`src/rtl/uc_pkg.sv`:
```
// Shared encodings for the multicycle control unit: states, opcodes, datapath selects.
package uc_pkg;

  localparam int unsigned STATE_W  = 4;
  localparam int unsigned OPCODE_W = 7;
  localparam int unsigned SEL_W    = 2;

  typedef logic [STATE_W-1:0]  state_t;
  typedef logic [OPCODE_W-1:0] opcode_t;

  localparam state_t S_FETCH     = 4'd0;
  localparam state_t S_DECODE    = 4'd1;
  localparam state_t S_MEM_ADDR  = 4'd2;
  localparam state_t S_MEM_READ  = 4'd3;
  localparam state_t S_MEM_WB    = 4'd4;
  localparam state_t S_MEM_WRITE = 4'd5;
  localparam state_t S_EXEC_R    = 4'd6;
  localparam state_t S_ALU_WB    = 4'd7;
  localparam state_t S_EXEC_I    = 4'd8;
  localparam state_t S_BRANCH    = 4'd9;
  localparam state_t S_JAL       = 4'd10;
  localparam state_t S_HALT      = 4'd11;

  localparam opcode_t OP_LOAD   = 7'b0000011;
  localparam opcode_t OP_STORE  = 7'b0100011;
  localparam opcode_t OP_RTYPE  = 7'b0110011;
  localparam opcode_t OP_ITYPE  = 7'b0010011;
  localparam opcode_t OP_BRANCH = 7'b1100011;
  localparam opcode_t OP_JAL    = 7'b1101111;

  // aluOp values understood by alu_uc
  localparam logic [SEL_W-1:0] ALUOP_ADD   = 2'b00;
  localparam logic [SEL_W-1:0] ALUOP_ITYPE = 2'b01;
  localparam logic [SEL_W-1:0] ALUOP_RTYPE = 2'b10;

  localparam logic [SEL_W-1:0] SRCB_REG  = 2'b00;
  localparam logic [SEL_W-1:0] SRCB_FOUR = 2'b01;
  localparam logic [SEL_W-1:0] SRCB_IMM  = 2'b10;

  localparam logic [SEL_W-1:0] M2R_ALUOUT = 2'b00;
  localparam logic [SEL_W-1:0] M2R_MDR    = 2'b01;
  localparam logic [SEL_W-1:0] M2R_PC     = 2'b10;

  // One-hot instruction class
  typedef struct packed {
    logic load;
    logic store;
    logic rtype;
    logic itype;
    logic btype;
    logic jal;
    logic illegal;
  } op_class_t;

endpackage

```
`src/rtl/multicycle_uc_opcode_class.sv`:
```
// Opcode classifier, shared with hazard/debug logic.
module opcode_class
  import uc_pkg::*;
(
  input  logic [OPCODE_W-1:0] opcode,
  output op_class_t           cls_c
);

  // Decode opcode into a one-hot class; anything unknown is illegal
  always_comb begin
    cls_c         = '0;
    cls_c.load    = (opcode == OP_LOAD);
    cls_c.store   = (opcode == OP_STORE);
    cls_c.rtype   = (opcode == OP_RTYPE);
    cls_c.itype   = (opcode == OP_ITYPE);
    cls_c.btype   = (opcode == OP_BRANCH);
    cls_c.jal     = (opcode == OP_JAL);
    cls_c.illegal = !(cls_c.load || cls_c.store || cls_c.rtype ||
                      cls_c.itype || cls_c.btype || cls_c.jal);
  end

endmodule

```
`src/rtl/multicycle_uc.sv`:
```
// Main control unit of the multicycle RV32I-subset core.
module multicycle_uc
  import uc_pkg::*;
(
  input  logic                clk,
  input  logic                reset,
  input  logic [OPCODE_W-1:0] opcode,
  input  logic                branch,
  input  logic                mem_ready,
  output logic                pcWrite,
  output logic                irWrite,
  output logic                iOrD,
  output logic                memRead,
  output logic                memWrite,
  output logic                regWrite,
  output logic [SEL_W-1:0]    memToReg,
  output logic                aluSrcA,
  output logic [SEL_W-1:0]    aluSrcB,
  output logic [SEL_W-1:0]    aluOp,
  output logic                pcSrc,
  output logic                halted,
  output logic [STATE_W-1:0]  state
);

  state_t    state_q;
  state_t    state_nxt;
  op_class_t cls;

  opcode_class u_opcode_class (
    .opcode (opcode),
    .cls_c  (cls)
  );

  // State register
  always_ff @(posedge clk) begin
    if (reset) state_q <= S_FETCH;
    else       state_q <= state_nxt;
  end

  // Next state and datapath controls; everything is forced low while in reset
  always_comb begin
    state_nxt = state_q;
    pcWrite   = 1'b0;
    irWrite   = 1'b0;
    iOrD      = 1'b0;
    memRead   = 1'b0;
    memWrite  = 1'b0;
    regWrite  = 1'b0;
    memToReg  = M2R_ALUOUT;
    aluSrcA   = 1'b0;
    aluSrcB   = SRCB_REG;
    aluOp     = ALUOP_ADD;
    pcSrc     = 1'b0;
    halted    = 1'b0;
    state     = state_q;

    case (state_q)
      S_FETCH: begin
        memRead = 1'b1;
        aluSrcB = SRCB_FOUR;
        if (mem_ready) begin
          irWrite   = 1'b1;
          pcWrite   = 1'b1;
          state_nxt = S_DECODE;
        end
      end
      S_DECODE: begin
        aluSrcB = SRCB_IMM;
        if (cls.illegal)                 state_nxt = S_HALT;
        else if (cls.load || cls.store)  state_nxt = S_MEM_ADDR;
        else if (cls.rtype)              state_nxt = S_EXEC_R;
        else if (cls.itype)              state_nxt = S_EXEC_I;
        else if (cls.btype)              state_nxt = S_BRANCH;
        else if (cls.jal)                state_nxt = S_JAL;
        else                             state_nxt = S_HALT;
      end
      S_MEM_ADDR: begin
        aluSrcA   = 1'b1;
        aluSrcB   = SRCB_IMM;
        state_nxt = cls.load ? S_MEM_READ : S_MEM_WRITE;
      end
      S_MEM_READ: begin
        memRead = 1'b1;
        iOrD    = 1'b1;
        if (mem_ready) state_nxt = S_MEM_WB;
      end
      S_MEM_WB: begin
        regWrite  = 1'b1;
        memToReg  = M2R_MDR;
        state_nxt = S_FETCH;
      end
      S_MEM_WRITE: begin
        memWrite = 1'b1;
        iOrD     = 1'b1;
        if (mem_ready) state_nxt = S_FETCH;
      end
      S_EXEC_R: begin
        aluSrcA   = 1'b1;
        aluOp     = ALUOP_RTYPE;
        state_nxt = S_ALU_WB;
      end
      S_EXEC_I: begin
        aluSrcA   = 1'b1;
        aluSrcB   = SRCB_IMM;
        aluOp     = ALUOP_ITYPE;
        state_nxt = S_ALU_WB;
      end
      S_ALU_WB: begin
        regWrite  = 1'b1;
        state_nxt = S_FETCH;
      end
      S_BRANCH: begin
        aluSrcA   = 1'b1;
        pcSrc     = 1'b1;
        pcWrite   = branch;
        state_nxt = S_FETCH;
      end
      S_JAL: begin
        regWrite  = 1'b1;
        memToReg  = M2R_PC;
        pcWrite   = 1'b1;
        pcSrc     = 1'b1;
        state_nxt = S_FETCH;
      end
      // HALT and the unused encodings park the core until reset
      default: begin
        halted    = 1'b1;
        state_nxt = S_HALT;
      end
    endcase

    if (reset) begin
      pcWrite  = 1'b0;
      irWrite  = 1'b0;
      iOrD     = 1'b0;
      memRead  = 1'b0;
      memWrite = 1'b0;
      regWrite = 1'b0;
      memToReg = '0;
      aluSrcA  = 1'b0;
      aluSrcB  = '0;
      aluOp    = '0;
      pcSrc    = 1'b0;
      halted   = 1'b0;
      state    = '0;
    end
  end

endmodule

```
`config.mk`:
```
export PLATFORM = sky130hd
export DESIGN_NAME = multicycle_uc
export DESIGN_NICKNAME = d
export VERILOG_FILES = /design/src/rtl/uc_pkg.sv /design/src/rtl/multicycle_uc_opcode_class.sv /design/src/rtl/multicycle_uc.sv
export SDC_FILE = /design/constraint.sdc
export NUM_CORES = 1
export LEC_CHECK = 0
export CAP_MARGIN = 15
export CORE_AREA = 2 2 39 41
export DETAILED_ROUTE_END_ITERATION = 8
export DIE_AREA = 0 0 41 43
export DONT_BUFFER_PORTS = 1
export PLACE_DENSITY = 0.77
export SETUP_SLACK_MARGIN = 0.4
export SLEW_MARGIN = 20
export SYNTH_ARGS = -nofsm -noshare
export SYNTH_HDL_FRONTEND = slang
export SYNTH_SLANG_ARGS = --single-unit
```
`constraint.sdc`:
```
create_clock -name clk -period 3 [get_ports clk]
set_input_delay 0.6 -clock clk [delete_from_list [all_inputs] [get_ports clk]]
set_output_delay 0.6 -clock clk [all_outputs]
set_load 0.005 [all_outputs]
```
After elaboration in Yosys (flattened, before gate mapping)
Cells that the tools add are included.
- equality and inequality tests: 19
- mux-type cells: 37
- reduce and logical (&&, ||, !) cells: 16
- operators with widths (cell ; number):
    4-bit two-way mux ; 7
    4-bit case mux with 7 select lines ; 1
    1-bit two-way mux ; 19
    4-bit by 3-bit equality test with 1-bit output, second input constant ; 4
    7-bit by 6-bit equality test with 1-bit output, second input constant ; 2
    7-bit equality test, second input constant ; 2
    4-bit equality test, second input constant ; 3
    2-bit case mux with 2 select lines ; 3
    11-bit OR reduction ; 1
    2-bit two-way mux ; 5
    4-bit by 2-bit equality test with 1-bit output, second input constant ; 2
    2-bit OR reduction ; 4
    4-bit OR reduction ; 2
    7-bit by 2-bit equality test with 1-bit output, second input constant ; 1
    7-bit by 5-bit equality test with 1-bit output, second input constant ; 1
    2-bit inequality test, second input constant ; 3
    3-bit OR reduction ; 2
    1-bit logical OR ; 5
    4-bit by 1-bit equality test with 1-bit output, second input constant ; 1
    4-bit logical NOT ; 1
    3-bit two-way mux ; 1
    1-bit case mux with 3 select lines ; 1
    3-bit AND reduction ; 1
- output and inout bits: 19
- register bits: 4
- bits of input ports: 11
- logic and storage cells: 73

Logic depth before layout (Yosys ltp)
Gate-level depths: netlist (run 1).
- depth after elaboration: 8
- mapped depth: 6
- gate-level depth less buffers: 4

By module
Synthesis (run 1) repeated with hierarchy kept, for this count alone.
- cell total of the unflattened synthesis: 108
- area, all modules: 714.4 sq um
- by module, submodules not included (module ; area each (sq um) ; instances ; cells each):
    multicycle_uc ; 623.1 ; 1 ; 92
    opcode_class ; 91.3 ; 1 ; 16

Worst setup path before layout (run 1)
Ideal clock, no wire load.
- path kind: input to output
- start point: in mem_ready
- end point: out pcWrite
- arrival: 1543 ps
- slack: 857 ps
- required time: 2400 ps
- cell stages on the path: 4
- buffers on the path: 1
- cells stage by stage: clkbuf_1 nor3b_1 a311oi_1 a2111oi_0
- word-level cells in the longest chain between the ends: 3
- ends and longest elaborated chain (what ; line ; text):
    start, declared ; multicycle_uc.sv:9 ; input logic mem_ready,
    1-bit two-way mux ; multicycle_uc.sv:61 ; if (mem_ready) begin
    1-bit case mux with 3 select lines ; multicycle_uc.sv:57 ; case (state_q)
    1-bit two-way mux ; multicycle_uc.sv:132 ; if (reset) begin
    end, declared ; multicycle_uc.sv:10 ; output logic pcWrite,
Every way passes these cells.

Final worst setup path (run 1)
- start point: reg state_q[0]
- end point: out pcWrite
- word-level cells in the longest chain between the ends: 3
- elaborated cells between the ends (all ways): 5
- classes of those cells: 2 x eq/ne; 2 x mux; 1 x reduce/logical
- ends and longest elaborated chain (what ; line ; text):
    start, declared ; multicycle_uc.sv:25 ; state_t state_q;
    start signal, assigned ; multicycle_uc.sv:37 ; else state_q <= state_nxt;
    4-bit equality test / 4-bit logical NOT (equally long branches) ; multicycle_uc.sv:57 ;
    1-bit case mux with 3 select lines (*) ; multicycle_uc.sv:57 ;
    1-bit two-way mux (*) ; multicycle_uc.sv:132 ;
Every way passes the cells marked *; elsewhere a longest branch is shown, timed or not.

==> results of run 1 <==
==> cells by family (layout without fill, tap and decap cells) <==
kind of cell,Yosys count,count (layout),synth area share
XOR/XNOR,4,4,0.0503
flip-flops,4,4,0.115
buffers and inverters,13,6,0.0862
AO/OA/AOI/OAI,26,26,0.289
multiplexers,1,1,0.0144
AND/OR/NAND/NOR,49,49,0.445
==> per-layer routing <==
layer | part of all wire | global-route usage | vias to the layer above
met2 | 0.46 | 0.319 | 25
li1 | - | - | 357
met5 | 0 | 0 | -
met4 | 0.016 | 0.0800 | 0
met3 | 0.046 | 0.0157 | 2
met1 | 0.47 | 0.299 | 331
==> worst reg2reg max path: cells and delay by family, from the launching register on <==
kind            cells  cell delay [ns]
simple gates        2             0.77
flops               1             0.77
compound gates      2             0.39
==> path summary, 6_finish.rpt <==
| kind | start | endpoint | slack, ns |
|---|---|---|---|
| min | reset | state_q[1]$_SDFFE_PP0P_ | 0.41 |
| max | state_q[0]$_SDFFE_PP0P_ | pcWrite | 0.69 |
| min reg2reg | state_q[3]$_SDFFE_PP0P_ | state_q[3]$_SDFFE_PP0P_ | 0.79 |
| max reg2reg | state_q[1]$_SDFFE_PP0P_ | state_q[1]$_SDFFE_PP0P_ | 0.99 |
==> power breakdown <==
group / switching, mW / total (mW) / internal [mW]
Sequential: 0.109 / 0.183 / 0.0741
Combinational: 0.182 / 0.375 / 0.192
Clock: 0.0255 / 0.0704 / 0.0450
==> cell usage in the layout (no fill, tap or decap), types with 2 or more instances in the layout <==
master    count
clkbuf_4      3
a221oi_2      2
a21oi_1       5
nand2_1       3
nor3_1        5
o21ai_0       3
nor2_1        8
a311oi_1      2
o22a_1        2
and3_1        4
inv_1         3
xnor2_1       3
o211ai_1      2
and3b_1       2
nand2b_1      4
nor3b_1       3
dfxtp_1       4
nor4_1        2
nor2b_1       7
==> metrics by stage <==
step / total power [mW] / cell area, µm² / hold WS (ns)
after floorplan: 0.512 / 697 / 0.655
after global placement: 0.541 / 668 / 0.669
after detailed placement: 0.551 / 668 / 0.669
after CTS: 0.624 / 691 / 0.409
after global routing: 0.694 / 691 / 0.404
final: 0.628 / 691 / 0.415
==> final cells by class <==
type                    instances  area (µm²)  area share
clock buffers                   3        22.5      0.0326
inverters                       3        11.3      0.0163
well taps                      16        20.0      0.0290
flip-flops and latches          4        80.1       0.116
multi-input cells              80         557       0.806
==> results.sh, run 1 <==
export IMPL_maxSlewHeadroom=0.526
export IMPL_dieHeight_um=43
export IMPL_drc=0
export IMPL_synth_common_cells="8 x nor2_1, 7 x nor2b_1, 5 x a21oi_1, 5 x clkbuf_1, 5 x nor3_1"
export IMPL_yosysMostFrequentCell="nor2_1"
export IMPL_vias=715
export IMPL_max_cap_violations=0
export IMPL_first_global_vias=609
export IMPL_fin_util=0.499
export IMPL_nets=103
export IMPL_synth_largest_area_cell="dfxtp_1"
export IMPL_stdcell_count=106
export IMPL_clockBufferDepth=2
export IMPL_ys_types=45
export IMPL_setup_tns_ns=0
export IMPL_htreeDepth=1
export IMPL_wirelength_um=1690
export IMPL_ys_flop_type="dfxtp_1"
export IMPL_cp_max_fo=22
export IMPL_worstPathCellList="a311oi_1 > a2111oi_0"
export IMPL_n_fill_cell=142
export IMPL_fmax_mhz=434
export IMPL_drt_iter0_drc=11
export IMPL_track_usage=0.211
export IMPL_gp_congestion=0.843
export IMPL_path_buf_inv=0
export IMPL_syn_to_final_growth_pct=-0.898
export IMPL_max_stage_delay_ns=0.75
export IMPL_synth_area_top_cells="dfxtp_1 11%, nor2b_1 6.3%, a221oi_2 4.3%"
export IMPL_reg_top3="state_q x4"
export IMPL_slew_viol_final=0
export IMPL_cp_arrival_ns=1.71
export IMPL_ctsResizeCount=0
export IMPL_outcome="finished clean"
export IMPL_synth_seq_area_share=0.115
export IMPL_dp_cells=103
export IMPL_leakagePower_nw=0.239
export IMPL_avgSynthCellArea_um2=7.18
export IMPL_cts_hold_buf=0
export IMPL_largest_reg_flops=4
export IMPL_dp_slack_ns=0.943
export IMPL_grt_max_degree=23
export IMPL_dpl_hpwl_um=1150
export IMPL_grt_pass1_wl_um=2630
export IMPL_fp_dieArea_um2=1760
export IMPL_dieWidth_um=41
export IMPL_slowest_stage="dfxtp_1"
export IMPL_worstPathRequired_ns=2.40
export IMPL_syn_nets=108
export IMPL_first_pass_iters=4
export IMPL_post_cts_setup_buffers=0
export IMPL_cts_sinks=4
export IMPL_min_delay_path_depth=1
export IMPL_path_clk_slew_ns=0.04
export IMPL_layout_min_cycle_time_ns=2.31
export IMPL_worstSetupPathType="reg -> out"
export IMPL_setup_ws_ns=0.694
export IMPL_grt_overflow_total=0
export IMPL_antenna_found_initial=0
export IMPL_fin_skew_ns=0.00951
export IMPL_path_delay_family="flip-flops"
export IMPL_n_antenna_cell=0
export IMPL_io_pins=30
export IMPL_wl_per_cell_um=16.0
export IMPL_hold_viol_final=0
export IMPL_yosysTopAreaCellShare=0.115
export IMPL_synth_seq_cells=4
export IMPL_drive_gt1_frac=0.0778
export IMPL_start_kind="register"
export IMPL_synth_edf_count=0
export IMPL_path_depth=2
export IMPL_core_area_um2=1380
export IMPL_yosys_warnings=0
export IMPL_cts_tree="built"
export IMPL_hp_class="in -> reg"
export IMPL_rsz0062_at_grt="no"
export IMPL_power_density_nw_per_um2=909
export IMPL_rows=14
export IMPL_worstRegToRegCells=4
export IMPL_cp_end_kind="output port"
export IMPL_portBuffers=0
export IMPL_worstMarginPinSlew_ns=0.710
export IMPL_finalCritPeriodShare=0.769
export IMPL_viasPerCell=6.75
export IMPL_clk_latency_ns=0.25
export IMPL_syn_area_um2=697
export IMPL_clockRootBuffer="clkbuf_4"
export IMPL_drtAntennaViolNets=0
export IMPL_ir_drop_v=0.000375
export IMPL_syn_inst=97
export IMPL_synthArstFlopShare=0
export IMPL_initial_core_util=0.504
export IMPL_final_setup_viol_count=0
export IMPL_numCtsBuffers=3
export IMPL_top_register="state_q"
Note: power is estimated with default switching activity, not from simulation.
==> run 2: changes to the inputs <==
PLACE_DENSITY = 0.8   (was 0.77)
clock period = 1.96 ns   (was 3 ns; I/O delays follow)
==> results.sh, run 2 (synthesis results as in run 1) <==
export IMPL_setup_tns_ns=0
export IMPL_track_usage=0.277
export IMPL_leakagePower_nw=0.380
export IMPL_stdcell_count=119
export IMPL_dp_slack_ns=0.188
export IMPL_slew_viol_final=0
export IMPL_wl_per_cell_um=19.8
export IMPL_fmax_mhz=591
export IMPL_slowest_stage="dfxtp_4"
export IMPL_io_pins=30
export IMPL_dieWidth_um=41
export IMPL_drtAntennaViolNets=0
export IMPL_power_density_nw_per_um2=1450
export IMPL_worstSetupPathType="reg -> out"
export IMPL_finalCritPeriodShare=0.864
export IMPL_layout_common_cells="9 x buf_4, 6 x nor2_1, 5 x a21oi_1"
export IMPL_cp_max_fo=7
export IMPL_initial_core_util=0.504
export IMPL_grt_pass1_wl_um=3390
export IMPL_syn_to_final_growth_pct=46.1
export IMPL_antenna_found_initial=0
export IMPL_largest_reg_flops=4
export IMPL_dieHeight_um=43
export IMPL_fp_dieArea_um2=1760
export IMPL_drive_gt1_frac=0.447
export IMPL_outcome="finished clean"
export IMPL_start_kind="register"
export IMPL_cts_sinks=4
export IMPL_grt_max_degree=18
export IMPL_setup_ws_ns=0.267
export IMPL_holdWs_ns=0.202
export IMPL_path_clk_slew_ns=0.04
export IMPL_portBuffers=0
export IMPL_worstMarginPinSlew_ns=0.469
export IMPL_layout_min_cycle_time_ns=1.69
export IMPL_clockBufferDepth=2
export IMPL_numCtsBuffers=3
export IMPL_first_global_vias=744
export IMPL_core_area_um2=1380
export IMPL_cts_hold_buf=0
export IMPL_viasPerCell=7.22
export IMPL_max_stage_delay_ns=0.35
export IMPL_max_cap_violations=0
export IMPL_htreeDepth=1
export IMPL_rsz0062_at_grt="yes"
export IMPL_dpl_hpwl_um=1200
export IMPL_hold_viol_final=0
export IMPL_top_register="state_q"
export IMPL_nets=116
export IMPL_ir_drop_v=0.000892
export IMPL_maxSlewHeadroom=0.685
export IMPL_wirelength_um=2360
export IMPL_power_mw=1.48
export IMPL_grt_overflow_total=0
export IMPL_drt_iter0_drc=19
export IMPL_final_setup_viol_count=0
export IMPL_n_antenna_cell=0
export IMPL_dp_cells=108
export IMPL_final_common_cell="buf_4"
export IMPL_hp_class="in -> reg"
export IMPL_gp_congestion=0.830
export IMPL_first_pass_iters=4
export IMPL_drc=0
export IMPL_n_fill_cell=97
export IMPL_reg_top3="state_q x4"
export IMPL_cp_end_kind="output port"
export IMPL_cts_tree="built"
export IMPL_rows=14
export IMPL_vias=859
export IMPL_clockRootBuffer="clkbuf_4"
export IMPL_worstPathRequired_ns=1.57
export IMPL_cp_arrival_ns=1.30
export IMPL_clk_latency_ns=0.24
export IMPL_fin_skew_ns=0.00713
export IMPL_worstPathCellList="buf_8 > or2_4 > nor2_4 > and3_1"
## run 2: layout make-up
class | count | area, µm² | share of cell area
Tap cell | 16 | 20.0 | 0.0197
Sequential cell | 4 | 95.1 | 0.0934
Clock buffer | 3 | 22.5 | 0.0221
Multi-Input combinational cell | 80 | 724 | 0.711
Inverter | 3 | 11.3 | 0.0111
Timing Repair Buffer | 13 | 145 | 0.143
## run 2: metrics by stage
stage | cell area [µm²] | utilization
floorplan | 699 | -
global placement | 707 | 0.511
detailed placement | 707 | 0.511
CTS | 937 | 0.677
global route | 1020 | 0.736
finish | 1020 | 0.736
## run 2: path summary, 6_finish.rpt
path	startpoint	to	slack, ns	cells after the start
min reg2reg	state_q[2]$_SDFFE_PP0P_	state_q[0]$_SDFFE_PP0P_	0.71	2
max	state_q[0]$_SDFFE_PP0P_	irWrite	0.27	4
min	reset	state_q[1]$_SDFFE_PP0P_	0.20	1
max reg2reg	state_q[0]$_SDFFE_PP0P_	state_q[1]$_SDFFE_PP0P_	0.34	5
## run 2: critical path, delay by kind of cell (launching register included)
kind	cells	cell delay [ns]
buffers and inverters	1	0.14
DFF	1	0.35
and+or+nand+nor	3	0.57
## run 2: routing by layer
metal | wire length [µm] | up-vias | track usage
met5 | 0 | - | 0
met4 | 55 | 0 | 0.127
met3 | 200 | 6 | 0.0262
met2 | 1180 | 65 | 0.438
met1 | 925 | 408 | 0.359
li1 | - | 380 | -
## run 2: what timing repair did
item	4_1_cts	5_1_grt
pin swaps	7	2
cloned	1	0
buffers inserted	6	1
setup endpoints to repair	22	18
resized for setup	33	13
## run 2: report_power, final
part | internal (mW) | switching, mW | total [mW]
clock network | 0.0687 | 0.0371 | 0.106
registers | 0.133 | 0.0884 | 0.221
logic | 0.598 | 0.551 | 1.15
total | 0.800 | 0.676 | 1.48
==> run 3: changes to the inputs <==
--- a/config.mk
+++ b/config.mk
@@ -11,5 +11,6 @@
 export DIE_AREA = 0 0 41 43
 export DONT_BUFFER_PORTS = 1
-export PLACE_DENSITY = 0.8
+export GPL_ROUTABILITY_DRIVEN = 1
+export PLACE_DENSITY = 0.77
 export SETUP_SLACK_MARGIN = 0.4
 export SLEW_MARGIN = 20
==> constraint.sdc (replaced) <==
create_clock -name clk -period 1.8 [get_ports clk]
set_input_delay 0.27 -clock clk [delete_from_list [all_inputs] [get_ports clk]]
set_output_delay 0.27 -clock clk [all_outputs]
set_load 0.005 [all_outputs]
==> results.sh, run 3 (synthesis results as in run 1) <==
export IMPL_rsz0062_at_grt="yes"
export IMPL_cp_arrival_ns=1.38
export IMPL_cts_sinks=4
export IMPL_clockBufferDepth=2
export IMPL_cts_tree="built"
export IMPL_numCtsBuffers=3
export IMPL_wl_per_cell_um=20.9
export IMPL_fp_dieArea_um2=1760
export IMPL_initial_core_util=0.504
export IMPL_core_area_um2=1380
export IMPL_n_fill_cell=97
export IMPL_fin_skew_ns=0.00587
export IMPL_worstSetupPathType="reg -> out"
export IMPL_slew_viol_final=0
export IMPL_dieWidth_um=41
export IMPL_power_mw=1.65
export IMPL_gp_congestion=0.801
export IMPL_ir_drop_v=0.00104
export IMPL_final_common_cell="buf_4"
export IMPL_dieHeight_um=43
export IMPL_hold_viol_final=0
export IMPL_grt_max_degree=18
export IMPL_worstMarginPinSlew_ns=0.538
export IMPL_maxSlewHeadroom=0.639
export IMPL_clockRootBuffer="clkbuf_4"
export IMPL_clk_latency_ns=0.23
export IMPL_first_global_vias=772
export IMPL_finalCritPeriodShare=0.917
export IMPL_cp_max_fo=10
export IMPL_drt_iter0_drc=52
export IMPL_ff_latch_area_um2=90.1
export IMPL_rows=14
export IMPL_reg_top3="state_q x4"
export IMPL_hp_class="in -> reg"
export IMPL_antenna_found_initial=0
export IMPL_n_antenna_cell=0
export IMPL_setup_tns_ns=0
export IMPL_max_cap_violations=0
export IMPL_path_clk_slew_ns=0.04
export IMPL_multiInputGateArea_um2=751
export IMPL_worstPathRequired_ns=1.53
export IMPL_grt_overflow_total=0
export IMPL_drc=0
export IMPL_drtAntennaViolNets=0
export IMPL_viasPerCell=7.20
export IMPL_portBuffers=0
export IMPL_leakagePower_nw=0.403
export IMPL_grt_pass1_wl_um=3440
export IMPL_wirelength_um=2610
export IMPL_drive_gt1_frac=0.495
export IMPL_io_pins=30
export IMPL_final_setup_viol_count=0
export IMPL_track_usage=0.269
export IMPL_outcome="finished clean"
export IMPL_start_kind="register"
export IMPL_layout_min_cycle_time_ns=1.65
export IMPL_layout_common_cells="12 x buf_4, 5 x nor2_1, 4 x nor2b_1, 4 x a21oi_1, 4 x buf_6"
export IMPL_top_register="state_q"
export IMPL_dpl_hpwl_um=1320
export IMPL_htreeDepth=1
export IMPL_largest_reg_flops=4
export IMPL_fmax_mhz=606
export IMPL_syn_to_final_growth_pct=49.9
export IMPL_vias=900
export IMPL_nets=122
export IMPL_power_density_nw_per_um2=1580
export IMPL_cp_end_kind="output port"
export IMPL_first_pass_iters=4
## run 3: metal layers
layer | wire length, µm | GRT usage
met5 | 0 | 0
met4 | 94 | 0.0400
met3 | 215 | 0.0105
met2 | 1340 | 0.459
met1 | 966 | 0.362
## run 3: path summary, 6_finish.rpt
kind                                 from                       to  slack (ns)  depth (start not counted)
setup / recovery  state_q[0]$_SDFFE_PP0P_                  pcWrite        0.15                          3
hold / removal                      reset  state_q[1]$_SDFFE_PP0P_        0.09                          1
setup reg to reg  state_q[1]$_SDFFE_PP0P_  state_q[0]$_SDFFE_PP0P_        0.21                          3
hold reg to reg   state_q[2]$_SDFFE_PP0P_  state_q[3]$_SDFFE_PP0P_        0.76                          3
## run 3: layout make-up
class / instances / share of cell area
Clock buffer: 3 / 0.0216
Inverter: 3 / 0.0108
Sequential cell: 4 / 0.0862
Tap cell: 16 / 0.0192
Timing Repair Buffer: 19 / 0.144
Multi-Input combinational cell: 80 / 0.719
## run 3: timing repair
action | 4_1_cts | 5_1_grt
gates cloned | 4 | 1
hold buffers | 0 | 0
endpoints found under the setup margin | 19 | 20
resized for setup | 33 | 14
pin swaps | 6 | 1
buffers inserted | 4 | 4
## run 3: where the power goes
part	internal (mW)	total [mW]	switching (mW)	leakage [nW]
logic	0.650	1.34	0.694	0.354
clock network	0.0747	0.113	0.0379	0.0138
registers	0.135	0.194	0.0588	0.0350
total	0.860	1.65	0.791	0.403
## run 3: critical path, stage by stage, from the launching register on
cell	delay [ns]
dfxtp_2	0.34
buf_4	0.18
nand2b_1	0.21
a2111oi_4	0.42
## run 3: stage by stage
stage / utilization / setup slack [ns] / cells / hold WS, ns / cell area, µm²
floorplan: - / 0.272 / 97 / 0.454 / 704
global placement: 0.519 / 0.265 / 109 / 0.339 / 718
detailed placement: 0.519 / 0.232 / 109 / 0.339 / 718
CTS: 0.672 / 0.229 / 120 / 0.0952 / 930
global route: 0.755 / 0.119 / 125 / 0.0843 / 1040
finish: 0.755 / 0.150 / 125 / 0.0896 / 1040
